$ cat config.mk
export PLATFORM = sky130hd
export DESIGN_NAME = lfm_burst_phase_accum
export DESIGN_NICKNAME = d
export VERILOG_FILES = /design/src/rtl/lfm_burst_phase_accum.sv
export SDC_FILE = /design/constraint.sdc
export NUM_CORES = 1
export LEC_CHECK = 0
export CORE_UTILIZATION = 60
export DETAILED_ROUTE_END_ITERATION = 7
export PLACE_DENSITY = 0.92
export SLEW_MARGIN = 25
export SYNTH_ARGS = -nofsm -noshare
export SYNTH_HDL_FRONTEND = slang
export SYNTH_SLANG_ARGS = --single-unit
$ cat constraint.sdc
create_clock -name CLK -period 6.6 [get_ports CLK]
set_clock_uncertainty 0.05 [all_clocks]
set_input_delay 1.98 -clock CLK [delete_from_list [all_inputs] [get_ports CLK]]
set_output_delay 1.98 -clock CLK [all_outputs]
set_load 0.02 [all_outputs]
$ cat src/rtl/lfm_burst_phase_accum.sv
// -----------------------------------------------------------------------------
// lfm_burst_phase_accum
//
// Generates sine-ROM phase addresses for a burst of NUM_OF_IMP pulses. Each
// pulse starts at phase 0 with frequency word FTW_START. The word is then
// stepped per sample according to MODE (CW, up, down or triangle). Between
// pulses, zero-address gap samples fill out the period. A burst is requested
// with SIGN_START_GEN, acknowledged with SIGN_START_CALC, started by
// OUT_REG_READY, and its last sample is flagged with SIGN_STOP_CALC.
//
// Ports:
//   CLK             system clock
//   RESET_N         asynchronous active-low reset
//   SIGN_START_GEN  burst request (sampled in IDLE only)
//   ABORT           end a running burst after the current sample
//   OUT_REG_READY   downstream ready, starts sample generation
//   MODE            0 CW, 1 up-chirp, 2 down-chirp, 3 triangle
//   FTW_START       initial frequency tuning word
//   FTW_STEP        per-sample frequency step magnitude
//   IMP_SAMPLES     samples per pulse
//   PERIOD_SAMPLES  samples per pulse period (pulse + gap)
//   NUM_OF_IMP      pulses per burst
//   ROM_ADDRESS     phase address (0 when not valid / in gap)
//   ADDR_VALID      ROM_ADDRESS carries a sample
//   SIGN_START_CALC burst accepted, waiting for OUT_REG_READY
//   SIGN_STOP_CALC  flags the final sample of the burst
//   NUM_OF_SAMPLES  total burst length of the last accepted burst
//   BUSY            block is not idle
//   CFG_ERR         one-cycle pulse on a rejected request
//
// All outputs are registered. Outputs for the sample computed in a PULSE/GAP
// state cycle appear on the following cycle. Because of this, ABORT sampled
// in a PULSE/GAP cycle makes that cycle's sample the last one.
// -----------------------------------------------------------------------------
module lfm_burst_phase_accum #(
  parameter int PHASE_W = 32,
  parameter int FREQ_W  = 32,
  parameter int ADDR_W  = 12,
  parameter int CNT_W   = 28,
  parameter int NIMP_W  = 5
) (
  input  logic              CLK,
  input  logic              RESET_N,
  input  logic              SIGN_START_GEN,
  input  logic              ABORT,
  input  logic              OUT_REG_READY,
  input  logic [1:0]        MODE,
  input  logic [FREQ_W-1:0] FTW_START,
  input  logic [FREQ_W-1:0] FTW_STEP,
  input  logic [CNT_W-1:0]  IMP_SAMPLES,
  input  logic [CNT_W-1:0]  PERIOD_SAMPLES,
  input  logic [NIMP_W-1:0] NUM_OF_IMP,
  output logic [ADDR_W-1:0] ROM_ADDRESS,
  output logic              ADDR_VALID,
  output logic              SIGN_START_CALC,
  output logic              SIGN_STOP_CALC,
  output logic [31:0]       NUM_OF_SAMPLES,
  output logic              BUSY,
  output logic              CFG_ERR
);

  typedef enum logic [2:0] {IDLE, WAIT_RDY, PULSE, GAP, DONE} state_t;

  state_t             state_reg, state_next;
  logic [PHASE_W-1:0] phase_reg, phase_next;
  logic [FREQ_W-1:0]  freq_reg, freq_next;
  logic [CNT_W-1:0]   samp_cnt_reg, samp_cnt_next;   // index in pulse or gap
  logic [NIMP_W-1:0]  pulse_cnt_reg, pulse_cnt_next;

  // Configuration latched on acceptance
  logic [1:0]         mode_reg, mode_next;
  logic [FREQ_W-1:0]  ftw_start_reg, ftw_start_next;
  logic [FREQ_W-1:0]  ftw_step_reg, ftw_step_next;
  logic [CNT_W-1:0]   imp_reg, imp_next;
  logic [CNT_W-1:0]   period_reg, period_next;
  logic [NIMP_W-1:0]  nimp_reg, nimp_next;

  // Output registers
  logic [ADDR_W-1:0]  rom_addr_reg, rom_addr_next;
  logic               addr_valid_reg, addr_valid_next;
  logic               start_calc_reg, start_calc_next;
  logic               stop_calc_reg, stop_calc_next;
  logic [31:0]        num_samples_reg, num_samples_next;
  logic               busy_reg, busy_next;
  logic               cfg_err_reg, cfg_err_next;

  logic               cfg_invalid;
  logic [31:0]        burst_len;
  logic               last_samp, last_gap, last_pulse, has_gap;
  logic [FREQ_W-1:0]  freq_stepped;

  assign cfg_invalid = (IMP_SAMPLES == '0) || (NUM_OF_IMP == '0) ||
                       (PERIOD_SAMPLES < IMP_SAMPLES);
  assign burst_len   = 32'(NUM_OF_IMP - NIMP_W'(1)) * 32'(PERIOD_SAMPLES) +
                       32'(IMP_SAMPLES);

  assign last_samp  = (samp_cnt_reg == imp_reg - CNT_W'(1));
  assign last_gap   = (samp_cnt_reg == period_reg - imp_reg - CNT_W'(1));
  assign last_pulse = (pulse_cnt_reg == nimp_reg - NIMP_W'(1));
  assign has_gap    = (period_reg != imp_reg);

  // Frequency word for the next sample; wraps freely in both directions.
  always_comb begin
    freq_stepped = freq_reg;
    case (mode_reg)
      2'd1:    freq_stepped = freq_reg + ftw_step_reg;
      2'd2:    freq_stepped = freq_reg - ftw_step_reg;
      2'd3:    freq_stepped = (samp_cnt_reg < (imp_reg >> 1)) ?
                              freq_reg + ftw_step_reg : freq_reg - ftw_step_reg;
      default: freq_stepped = freq_reg;
    endcase
  end

  always_comb begin
    state_next       = state_reg;
    phase_next       = phase_reg;
    freq_next        = freq_reg;
    samp_cnt_next    = samp_cnt_reg;
    pulse_cnt_next   = pulse_cnt_reg;
    mode_next        = mode_reg;
    ftw_start_next   = ftw_start_reg;
    ftw_step_next    = ftw_step_reg;
    imp_next         = imp_reg;
    period_next      = period_reg;
    nimp_next        = nimp_reg;
    rom_addr_next    = '0;
    addr_valid_next  = 1'b0;
    start_calc_next  = start_calc_reg;
    stop_calc_next   = 1'b0;
    num_samples_next = num_samples_reg;
    cfg_err_next     = 1'b0;

    case (state_reg)
      IDLE: begin
        if (SIGN_START_GEN) begin
          if (cfg_invalid) begin
            cfg_err_next = 1'b1;
          end else begin
            mode_next        = MODE;
            ftw_start_next   = FTW_START;
            ftw_step_next    = FTW_STEP;
            imp_next         = IMP_SAMPLES;
            period_next      = PERIOD_SAMPLES;
            nimp_next        = NUM_OF_IMP;
            num_samples_next = burst_len;
            start_calc_next  = 1'b1;
            state_next       = WAIT_RDY;
          end
        end
      end

      WAIT_RDY: begin
        if (ABORT) begin
          start_calc_next = 1'b0;
          state_next      = DONE;
        end else if (OUT_REG_READY) begin
          start_calc_next = 1'b0;
          phase_next      = '0;
          freq_next       = ftw_start_reg;
          samp_cnt_next   = '0;
          pulse_cnt_next  = '0;
          state_next      = PULSE;
        end
      end

      PULSE: begin
        rom_addr_next   = phase_reg[PHASE_W-1 -: ADDR_W];
        addr_valid_next = 1'b1;
        phase_next      = phase_reg + PHASE_W'(freq_reg);
        freq_next       = freq_stepped;
        samp_cnt_next   = samp_cnt_reg + CNT_W'(1);
        if (ABORT || (last_samp && last_pulse)) begin
          stop_calc_next = 1'b1;
          state_next     = DONE;
        end else if (last_samp) begin
          samp_cnt_next = '0;
          if (has_gap) begin
            state_next = GAP;
          end else begin
            // Back-to-back pulses: restart the chirp on the next cycle.
            phase_next     = '0;
            freq_next      = ftw_start_reg;
            pulse_cnt_next = pulse_cnt_reg + NIMP_W'(1);
          end
        end
      end

      GAP: begin
        addr_valid_next = 1'b1;
        samp_cnt_next   = samp_cnt_reg + CNT_W'(1);
        if (ABORT) begin
          stop_calc_next = 1'b1;
          state_next     = DONE;
        end else if (last_gap) begin
          phase_next     = '0;
          freq_next      = ftw_start_reg;
          samp_cnt_next  = '0;
          pulse_cnt_next = pulse_cnt_reg + NIMP_W'(1);
          state_next     = PULSE;
        end
      end

      DONE: begin
        state_next = IDLE;
      end

      default: begin
        state_next = IDLE;
      end
    endcase

    // Outputs trail the state by one cycle, so BUSY must also stay high
    // for the cycle after DONE. It rises immediately on acceptance.
    busy_next = (state_reg != IDLE) || (state_next != IDLE);
  end

  always_ff @(posedge CLK or negedge RESET_N) begin
    if (!RESET_N) begin
      state_reg <= IDLE;
    end else begin
      state_reg <= state_next;
    end
  end

  always_ff @(posedge CLK or negedge RESET_N) begin
    if (!RESET_N) begin
      phase_reg       <= '0;
      freq_reg        <= '0;
      samp_cnt_reg    <= '0;
      pulse_cnt_reg   <= '0;
      mode_reg        <= '0;
      ftw_start_reg   <= '0;
      ftw_step_reg    <= '0;
      imp_reg         <= '0;
      period_reg      <= '0;
      nimp_reg        <= '0;
      rom_addr_reg    <= '0;
      addr_valid_reg  <= 1'b0;
      start_calc_reg  <= 1'b0;
      stop_calc_reg   <= 1'b0;
      num_samples_reg <= '0;
      busy_reg        <= 1'b0;
      cfg_err_reg     <= 1'b0;
    end else begin
      phase_reg       <= phase_next;
      freq_reg        <= freq_next;
      samp_cnt_reg    <= samp_cnt_next;
      pulse_cnt_reg   <= pulse_cnt_next;
      mode_reg        <= mode_next;
      ftw_start_reg   <= ftw_start_next;
      ftw_step_reg    <= ftw_step_next;
      imp_reg         <= imp_next;
      period_reg      <= period_next;
      nimp_reg        <= nimp_next;
      rom_addr_reg    <= rom_addr_next;
      addr_valid_reg  <= addr_valid_next;
      start_calc_reg  <= start_calc_next;
      stop_calc_reg   <= stop_calc_next;
      num_samples_reg <= num_samples_next;
      busy_reg        <= busy_next;
      cfg_err_reg     <= cfg_err_next;
    end
  end

  assign ROM_ADDRESS     = rom_addr_reg;
  assign ADDR_VALID      = addr_valid_reg;
  assign SIGN_START_CALC = start_calc_reg;
  assign SIGN_STOP_CALC  = stop_calc_reg;
  assign NUM_OF_SAMPLES  = num_samples_reg;
  assign BUSY            = busy_reg;
  assign CFG_ERR         = cfg_err_reg;

endmodule

# == After elaboration in Yosys (flattened, before gate mapping) ==
# Cells that the tools add are included.
# classes
n_mux,56
n_mul,1
eq_ne,20
div,0
n_lt_le_gt_ge,2
n_shift,0
n_bitwise,1
reduce_logical,18
add_sub_neg,11
# ops
operator,count
$mux 32,15
$pmux 32 s3,3
$mux 28,6
$pmux 28 s3,1
$add 32x32->32,2
$eq 28x28->1,2
$sub 28x1->28 const B,2
$mux 5,7
$add 32x28->32,1
$mul 6x29->32,1
$sub 32x32->32,1
$add 28x1->28 const B,1
$logic_not 28->1,1
$lt 28x27->1,1
$lt 28x28->1,1
$ne 28x28->1,1
$sub 28x28->28,1
$mux 3,9
$ne 2x2->1 const B,9
$pmux 5 s3,1
$mux 12,1
$pmux 3 s4,1
$mux 1,10
$reduce_bool 3->1,3
other kinds (21),28
# totals
output_inout_bits,49
inputBits,132
memories,0
elab_cells,127
ram_bits,0
latch_bits,0
romBits,0
reg_bits,276

# == Longest topological paths before layout ==
# Gate-level depths: netlist (run 1).
# logic_depth
word_depth,8
ltp_mapped,26
mapped_depth_nobuf,24

# == Worst setup path before layout (run 1) ==
# OpenSTA, ideal clock, no wires.
# synth_timing
path_type,input to register
start,input port NUM_OF_IMP[0]
end,"register num_samples_reg[24], in the netlist NUM_OF_SAMPLES[24]"
stages,24
arrival_ns,7.697
setup_ns,0.083
n_path_buf,2
slack_ns,-1.229
required_time_ns,6.467
path_cell_list,inv_1 > buf_1 > ha_1 > xor2_1 > clkbuf_1 > nand2_1 > fa_1 > inv_1 > fa_1 > inv_1 > fa_1 > fa_1 > inv_1 > ha_1 > or2_2 > a21oi_1 > a211oi_1 > nor3_1 > o31a_1 > o21ai_0 > a2111oi_0 > o311ai_0 > xnor2_1 > o21ai_0
# synth_between
elab_chain_len,5
elab_cells_between_ends,8
classes_between,add/sub: 2; mul: 1; bitwise: 1; reduce/logical: 4
# synth_rtl
element,line_no,rtl
"start, declared",52,"input logic [NIMP_W-1:0] NUM_OF_IMP,"
"parallel branches: the longest is 5 deep, another holds $mul 6x29->32",n/a,
"end signal, assigned",259,num_samples_reg <= num_samples_next;
"end, declared",83,"logic [31:0] num_samples_reg, num_samples_next;"
# Parallel ways; which one is timed is not known.
# A chain may end at the register's enable or synchronous reset.

# == Worst setup path in the final report (run 1) ==
# layout_timing
start,input port NUM_OF_IMP[0]
end,"register num_samples_reg[23], in the netlist NUM_OF_SAMPLES[23]"
# Same word-level chain as after synthesis.

==> impl_summary.log, run 1 <==
INFO  metric status = complete, but fails checks
INFO  metric violations_in_the_final_reports = design-rule violations, negative setup slack
INFO  metric initialDrtViolationCount = 3517
INFO  metric fin_cells = 3935
INFO  metric place_hpwl = 61800 µm
INFO  metric drt-wirelength-per-cell = 25.0 µm
INFO  metric register_bit_count_reported_by_yosys = 276
INFO  metric clock-root-buffer = clkbuf_16
INFO  metric hold_buffers = 0
INFO  metric flow.area_growth_from_synthesis = 19.5%
INFO  metric internal_power = 9.22 mW
INFO  metric insertedDiodeCount = 0
INFO  metric worst-setup-path-type = input pin to register
INFO  metric groute.usage.overall = 40.1%
INFO  metric nNetsFinal = 3832
INFO  metric syn_inst = 3055
INFO  metric worst_setup_path_end_kind = register
INFO  metric drc = 35
INFO  metric fmax = 131 MHz
INFO  metric detail-route-antenna-nets = 0
INFO  metric power_switching_share = 51.3%
INFO  metric hold_viol = 0
INFO  metric layout_worst_path_cycle_share = 116%
INFO  metric seq_power_share = 17.8%
INFO  metric area_of_the_mapped_netlist = 26800 µm²
INFO  metric clock_tree.htree_level_count = 2
INFO  metric grt_first_pass_wirelength = 142000 µm
INFO  metric synthMostInstantiatedCell = inv_1
INFO  metric critical_path_required = 7000 ps
INFO  metric setup_viol_count_final = 18
INFO  metric synthesis_warning_total = 0
INFO  metric power.switching = 9.70 mW
INFO  metric drive_above_1_share = 15.2%
INFO  metric worst_case_headroom_to_the_max_slew_limit = 35.2%
INFO  metric timing_worst_slew_pin_value = 960 ps
INFO  metric timing.critical_path.from_type = input pin
INFO  metric critPathArrivalTime = 8050 ps
INFO  metric synth_top_cells_by_count = 354 x inv_1, 276 x dfrtp_1, 247 x ha_1
INFO  metric number_of_antenna_violations_at_the_first_check_in_global_routing = 3
INFO  metric vias_per_cell = 6.85
INFO  metric multi_input_comb_area = 18500 µm²
INFO  metric drt_pass1_iterations = 8
INFO  metric dpl_cell_area = 30100 µm²
INFO  metric yosysUniqueCellTypes = 87
INFO  metric ctsLongestPathBuffers = 3
INFO  metric synth-main-ff-cell = dfrtp_1
INFO  metric ys_async_sr_fraction = 100%
INFO  metric pwr-share-clk = 10.6%
INFO  metric p_leak = 14.9 nW
INFO  metric placeableCoreArea = 44100 µm²
INFO  metric ys_seq_area_share = 25.8%
INFO  metric seqCellArea = 6910 µm²
INFO  metric postSynthNetCount = 3569
INFO  metric yosysTopAreaCellShare = 25.8%
INFO  metric syn-mean-instance-area = 8.77 µm²
INFO  metric number_of_global_route_vias_before_repair = 26400
INFO  metric post_synth_main_area_contributors = dfrtp_1 26%, ha_1 12%, fa_1 10%, inv_1 5.0%, mux2_2 4.6%
INFO  metric power = 18.9 mW
INFO  metric min_period = 7650 ps
INFO  metric gp_congestion = 1.00
INFO  metric die_y = 213 µm
INFO  metric comb_power_share = 71.6%
INFO  metric synth_edf_count = 0
INFO  metric total_number_of_clock_tree_sinks = 276
INFO  metric place_inst = 3840
INFO  metric rsz0062_at_grt = yes
INFO  metric die_area = 45500 µm²
INFO  metric power_per_cell_area = 591 nW/µm²
INFO  metric fillers = 2896
INFO  metric chipWidth = 213 µm
INFO  metric globalRoute.totalOverflow = 0
INFO  metric final_cell_area = 32000 µm²
INFO  metric placement.setup.worst_slack = -1300 ps
INFO  metric tritoncts = built
INFO  metric io-pin-count = 181
INFO  metric initial_core_util = 60.7%
INFO  metric via_count_of_the_routed_design = 27000
INFO  metric grt_start_max_net_pins = 110
INFO  metric timing.max_cap.violations = 0
INFO  metric synth_top_cell_by_area = dfrtp_1
INFO  metric drt-total-wl = 98500 µm
INFO  metric worst_hold_path_type = register to register
INFO  metric port-buffer-count = 180
INFO  metric clkLatencyLatePin = 580 ps
INFO  metric cp_max_fo = 4
INFO  metric final_max_slew_viol_count = 0
INFO  metric worst_ir_drop_vdd = 0.600 mV
INFO  metric cts.reportedPaths.clkPinSlew = 60 ps
INFO  metric tritoncts.num_buffers = 34
INFO  metric final_critical_path_setup_slack = -1050 ps
INFO  metric placementRows = 77
-- metrics by stage --
step / hold WS [ps] / utilization (%) / TNS (ps)
4_1_cts: 439 / 71.8 / -226
3_3_place_gp: 414 / 68.3 / -20230
2_1_floorplan: 405 / - / -2130
6_report: 440 / 72.5 / -12130
3_5_place_dp: 424 / 68.3 / -23660
5_1_grt: 468 / 72.5 / -11850
-- final timing paths --
kind / startpoint / endpoint / slack (ps) / cells past startpoint
max: NUM_OF_IMP[0] / NUM_OF_SAMPLES[23] / -1050 / 25
min: phase_reg[12] / phase_reg[12] / 440 / 2
max reg2reg: imp_reg[9] / freq_reg[23] / 1180 / 14
min reg2reg: phase_reg[12] / phase_reg[12] / 440 / 2
max in group asynchronous: RESET_N / ftw_step_reg[2] / 3840 / 2
min in group asynchronous: RESET_N / ROM_ADDRESS[9] / 1400 / 1
-- layer usage --
metal | up-vias | GRT usage (%) | wire length (µm)
met5 | - | 0 | 66
met2 | 2280 | 63.1 | 42600
met4 | 4 | 25.5 | 8990
met1 | 12600 | 49.0 | 34100
met3 | 824 | 10.3 | 12700
li1 | 11200 | - | -
-- final cells by class --
type	count	share of cell area, %
inverter	355	4.18
multi-input combinational	2287	57.9
clock buffer	42	2.91
sequential	276	21.6
timing repair buffer	364	10.4
tap	592	2.31
clock inverter	19	0.739
-- power by group through the flow --
stage | sequential, mW | combinational (mW) | clock [mW]
2_1_floorplan | 3.00 | 8.37 | 0
3_3_place_gp | 3.24 | 11.4 | 0
4_1_cts | 3.28 | 12.3 | 2.00
6_report | 3.36 | 13.5 | 2.01
5_1_grt | 3.40 | 14.4 | 2.07
3_5_place_dp | 3.28 | 11.8 | 0
-- critical path, stage by stage --
cell and delay (ps):
buf_12 110, clkinvlp_4 90, ha_4 200, nand2_4 90, xnor2_4 150, buf_6 140, and2_4 150, fa_1 550
inv_1 60, fa_1 810, fa_1 660, fa_1 570, inv_2 50, ha_4 260, buf_4 110, buf_4 140
nand2_2 70, o31a_1 360, buf_6 160, a31oi_4 310, a41oi_2 210, a21oi_2 200, a21oi_1 130, xnor2_1 140
o21ai_0 310
-- placed cells by master, fill, tap and decap left out, types with 20 or more instances in the layout --
cell             synthesis  layout
nor2b_1                 52      51
xnor2_1                 88      86
clkbuf_16                0      35
a21oi_1                158     148
nand3_1                 62      61
o211ai_1                30      30
nor4_1                  33      33
inv_1                  354     338
a31oi_1                 23      21
fa_1                   135     128
or2_2                   22      21
and3_1                  44      43
nand2b_1                44      44
a21o_1                  69      69
clkdlybuf4s50_1          0     174
nor2_1                 144     140
ha_1                   247     232
buf_6                    3      20
o21bai_1                30      30
xor2_1                  58      56
dfrtp_1                276     276
nor3_1                  65      60
and2_1                  72      56
buf_4                    2     158
nand2_1                238     232
mux2_2                 109     108
o21ai_0                204     194
nand4_1                 35      35
-- logic make-up after synthesis --
| logic type | synth area share, % |
|---|---|
| and+or+nand+nor | 16.9 |
| AOI/OAI and AO/OA | 19.0 |
| buffers and inverters | 7.04 |
| adders and majority gates | 21.6 |
| DFF | 25.8 |
| xor gates and xnor gates | 4.86 |
| muxes | 4.73 |
-- timing repair --
| action | 4_1_cts | 5_1_grt |
|---|---|---|
| gates cloned | 0 | 1 |
| endpoints found under the hold margin | 0 | 0 |
| setup endpoints to repair | 21 | 19 |
| setup buffers | 22 | 15 |
| pin swaps | 46 | 56 |
| resized for setup | 70 | 67 |
Power figures use the tool's default switching activity.
==> inputs of run 2 (changes only) <==
RECOVER_POWER = 100   (was not set)
==> impl_summary.log, run 2 (same netlist as run 1, synthesis figures left out) <==
INFO  metric status = complete, but fails checks
INFO  metric violations_in_the_final_reports = design-rule violations, max-capacitance violations, max-slew violations, negative setup slack
INFO  metric ctsLongestPathBuffers = 3
INFO  metric final_cell_area = 32000 µm²
INFO  metric cp.buffers_inverters = 8
INFO  metric timing.critical_path.from_type = input pin
INFO  metric final_max_slew_viol_count = 185
INFO  metric grt_start_max_net_pins = 110
INFO  metric tritoncts = built
INFO  metric cts.reportedPaths.clkPinSlew = 60 ps
INFO  metric placement.setup.worst_slack = -1300 ps
INFO  metric finalCoreUtilization = 72.4%
INFO  metric die_area = 45500 µm²
INFO  metric drt_pass1_iterations = 8
INFO  metric layout_worst_path_cycle_share = 116%
INFO  metric drc = 12
INFO  metric number_of_global_route_vias_before_repair = 26400
INFO  metric final.hold.worst_slack = 434 ps
INFO  metric drt-wirelength-per-cell = 25.0 µm
INFO  metric worst_hold_path_type = register to register
INFO  metric worst_setup_path_end_kind = register
INFO  metric vias_per_cell = 6.85
INFO  metric clock_tree.htree_level_count = 2
INFO  metric worst-setup-path-type = input pin to register
INFO  metric drt-total-wl = 98300 µm
INFO  metric via_count_of_the_routed_design = 27000
INFO  metric io-pin-count = 181
INFO  metric drive_above_1_share = 15.1%
INFO  metric worst_path_max_delay_cell = fa_1
INFO  metric grt_first_pass_wirelength = 142000 µm
INFO  metric clock-root-buffer = clkbuf_16
INFO  metric worst_case_headroom_to_the_max_slew_limit = -100%
INFO  metric gp_congestion = 1.00
INFO  metric worst_path_most_repeated_cell = fa_1
INFO  metric power_per_cell_area = 590 nW/µm²
INFO  metric critical-path-max-stage-delay = 810 ps
INFO  metric number_of_antenna_violations_at_the_first_check_in_global_routing = 3
INFO  metric worst_ir_drop_vdd = 0.597 mV
INFO  metric nNetsFinal = 3832
INFO  metric p_leak = 15.0 nW
INFO  metric total_number_of_clock_tree_sinks = 276
INFO  metric rsz0062_at_grt = yes
INFO  metric cp_max_fo = 4
INFO  metric port-buffer-count = 180
INFO  metric initial_core_util = 60.7%
INFO  metric detail-route-antenna-nets = 0
INFO  metric place_hpwl = 61800 µm
INFO  metric clkLatencyLatePin = 580 ps
INFO  metric final_critical_path_setup_slack = -1060 ps
INFO  metric timing.max_cap.violations = 3
INFO  metric fmax = 131 MHz
INFO  metric initialDrtViolationCount = 3522
INFO  metric layout_commonest_cell = inv_1
INFO  metric hold_viol = 0
INFO  metric placementRows = 77
INFO  metric setup_tns = -12280 ps
INFO  metric globalRoute.totalOverflow = 0
INFO  metric tritoncts.num_buffers = 34
INFO  metric groute.usage.overall = 40.1%
INFO  metric setup_viol_count_final = 18
INFO  metric critical_path_required = 7000 ps
INFO  metric flow.area_growth_from_synthesis = 19.3%
INFO  metric die_y = 213 µm
INFO  metric critPathArrivalTime = 8060 ps
INFO  metric final_cell_mix = 338 x inv_1, 276 x dfrtp_1, 232 x nand2_1, 232 x ha_1, 194 x o21ai_0
INFO  metric min_period = 7660 ps
INFO  metric dpl_cell_area = 30100 µm²
INFO  metric timing_worst_slew_pin_value = 3010 ps
INFO  metric cp_top_family = adder cells
INFO  metric chipWidth = 213 µm
INFO  metric placeableCoreArea = 44100 µm²
-- run 2: cell types whose count changed in the layout (fill, tap and decap cells not counted), sizes merged --
| cell | delta |
|---|---|
| dlygate4sd3 | +50 |
| clkbuf | +5 |
| diode | +1 |
| clkdlybuf4s50 | -50 |
| buf | -5 |
-- run 2: worst reg2reg max path, delay by kind of cell (launching register included) --
| kind | cells | cell delay [ps] |
|---|---|---|
| AOI/OAI and AO/OA | 4 | 1780 |
| buffers and inverters | 4 | 1000 |
| adders and majority gates | 1 | 360 |
| DFF | 1 | 470 |
| and+or+nand+nor | 6 | 2180 |
-- run 2: area by class of cell --
class / count / area [µm²]
well taps: 592 / 741
fillers: 2901 / 12200
repair buffers: 364 / 3300
flip-flops and latches: 276 / 6910
clock buffers: 42 / 932
clock inverters: 19 / 236
diodes: 1 / 2.50
multi-input cells: 2287 / 18500
inverters: 355 / 1340
-- run 2: per-stage QoR --
step / instances / total power [mW]
after CTS: 3922 / 17.5
after global placement: 3840 / 14.7
after floorplan: 3055 / 11.4
final: 3936 / 18.9
after detailed placement: 3840 / 15.0
after global routing: 3935 / 19.8
-- run 2: report_power, final --
part | internal (mW) | total, mW | switching, mW
logic | 5.61 | 13.5 | 7.90
clock network | 1.17 | 2.01 | 0.840
registers | 2.40 | 3.35 | 0.954
total | 9.18 | 18.9 | 9.70
-- run 2: final timing paths --
path                                         start                 end  slack, ps  depth (start not counted)
worst max-delay path                 NUM_OF_IMP[0]  NUM_OF_SAMPLES[23]      -1060                         25
worst min-delay path            NUM_OF_SAMPLES[13]  NUM_OF_SAMPLES[13]        430                          2
worst max register to register          imp_reg[1]        freq_reg[23]        640                         15
worst min register to register  NUM_OF_SAMPLES[13]  NUM_OF_SAMPLES[13]        430                          2
max in group asynchronous                  RESET_N          imp_reg[9]       1260                          2
min in group asynchronous                  RESET_N      ROM_ADDRESS[9]       2300                          1
-- run 2: timing repair --
item / in CTS / in global routing
setup endpoints to repair: 21 / 19
pin swaps: 46 / 56
buffers inserted: 22 / 15
hold endpoints to repair: 0 / 0
gates resized for setup: 70 / 67
gates cloned: 0 / 1
hold buffers: 0 / 0
-- run 2: layer usage --
| metal | track usage [%] | wire (µm) | vias up |
|---|---|---|---|
| met2 | 63.1 | 42600 | 2291 |
| met1 | 49.0 | 34100 | 12600 |
| met4 | 25.5 | 8820 | 2 |
| met5 | 0 | 13 | - |
| met3 | 10.3 | 12700 | 815 |
| li1 | - | - | 11200 |
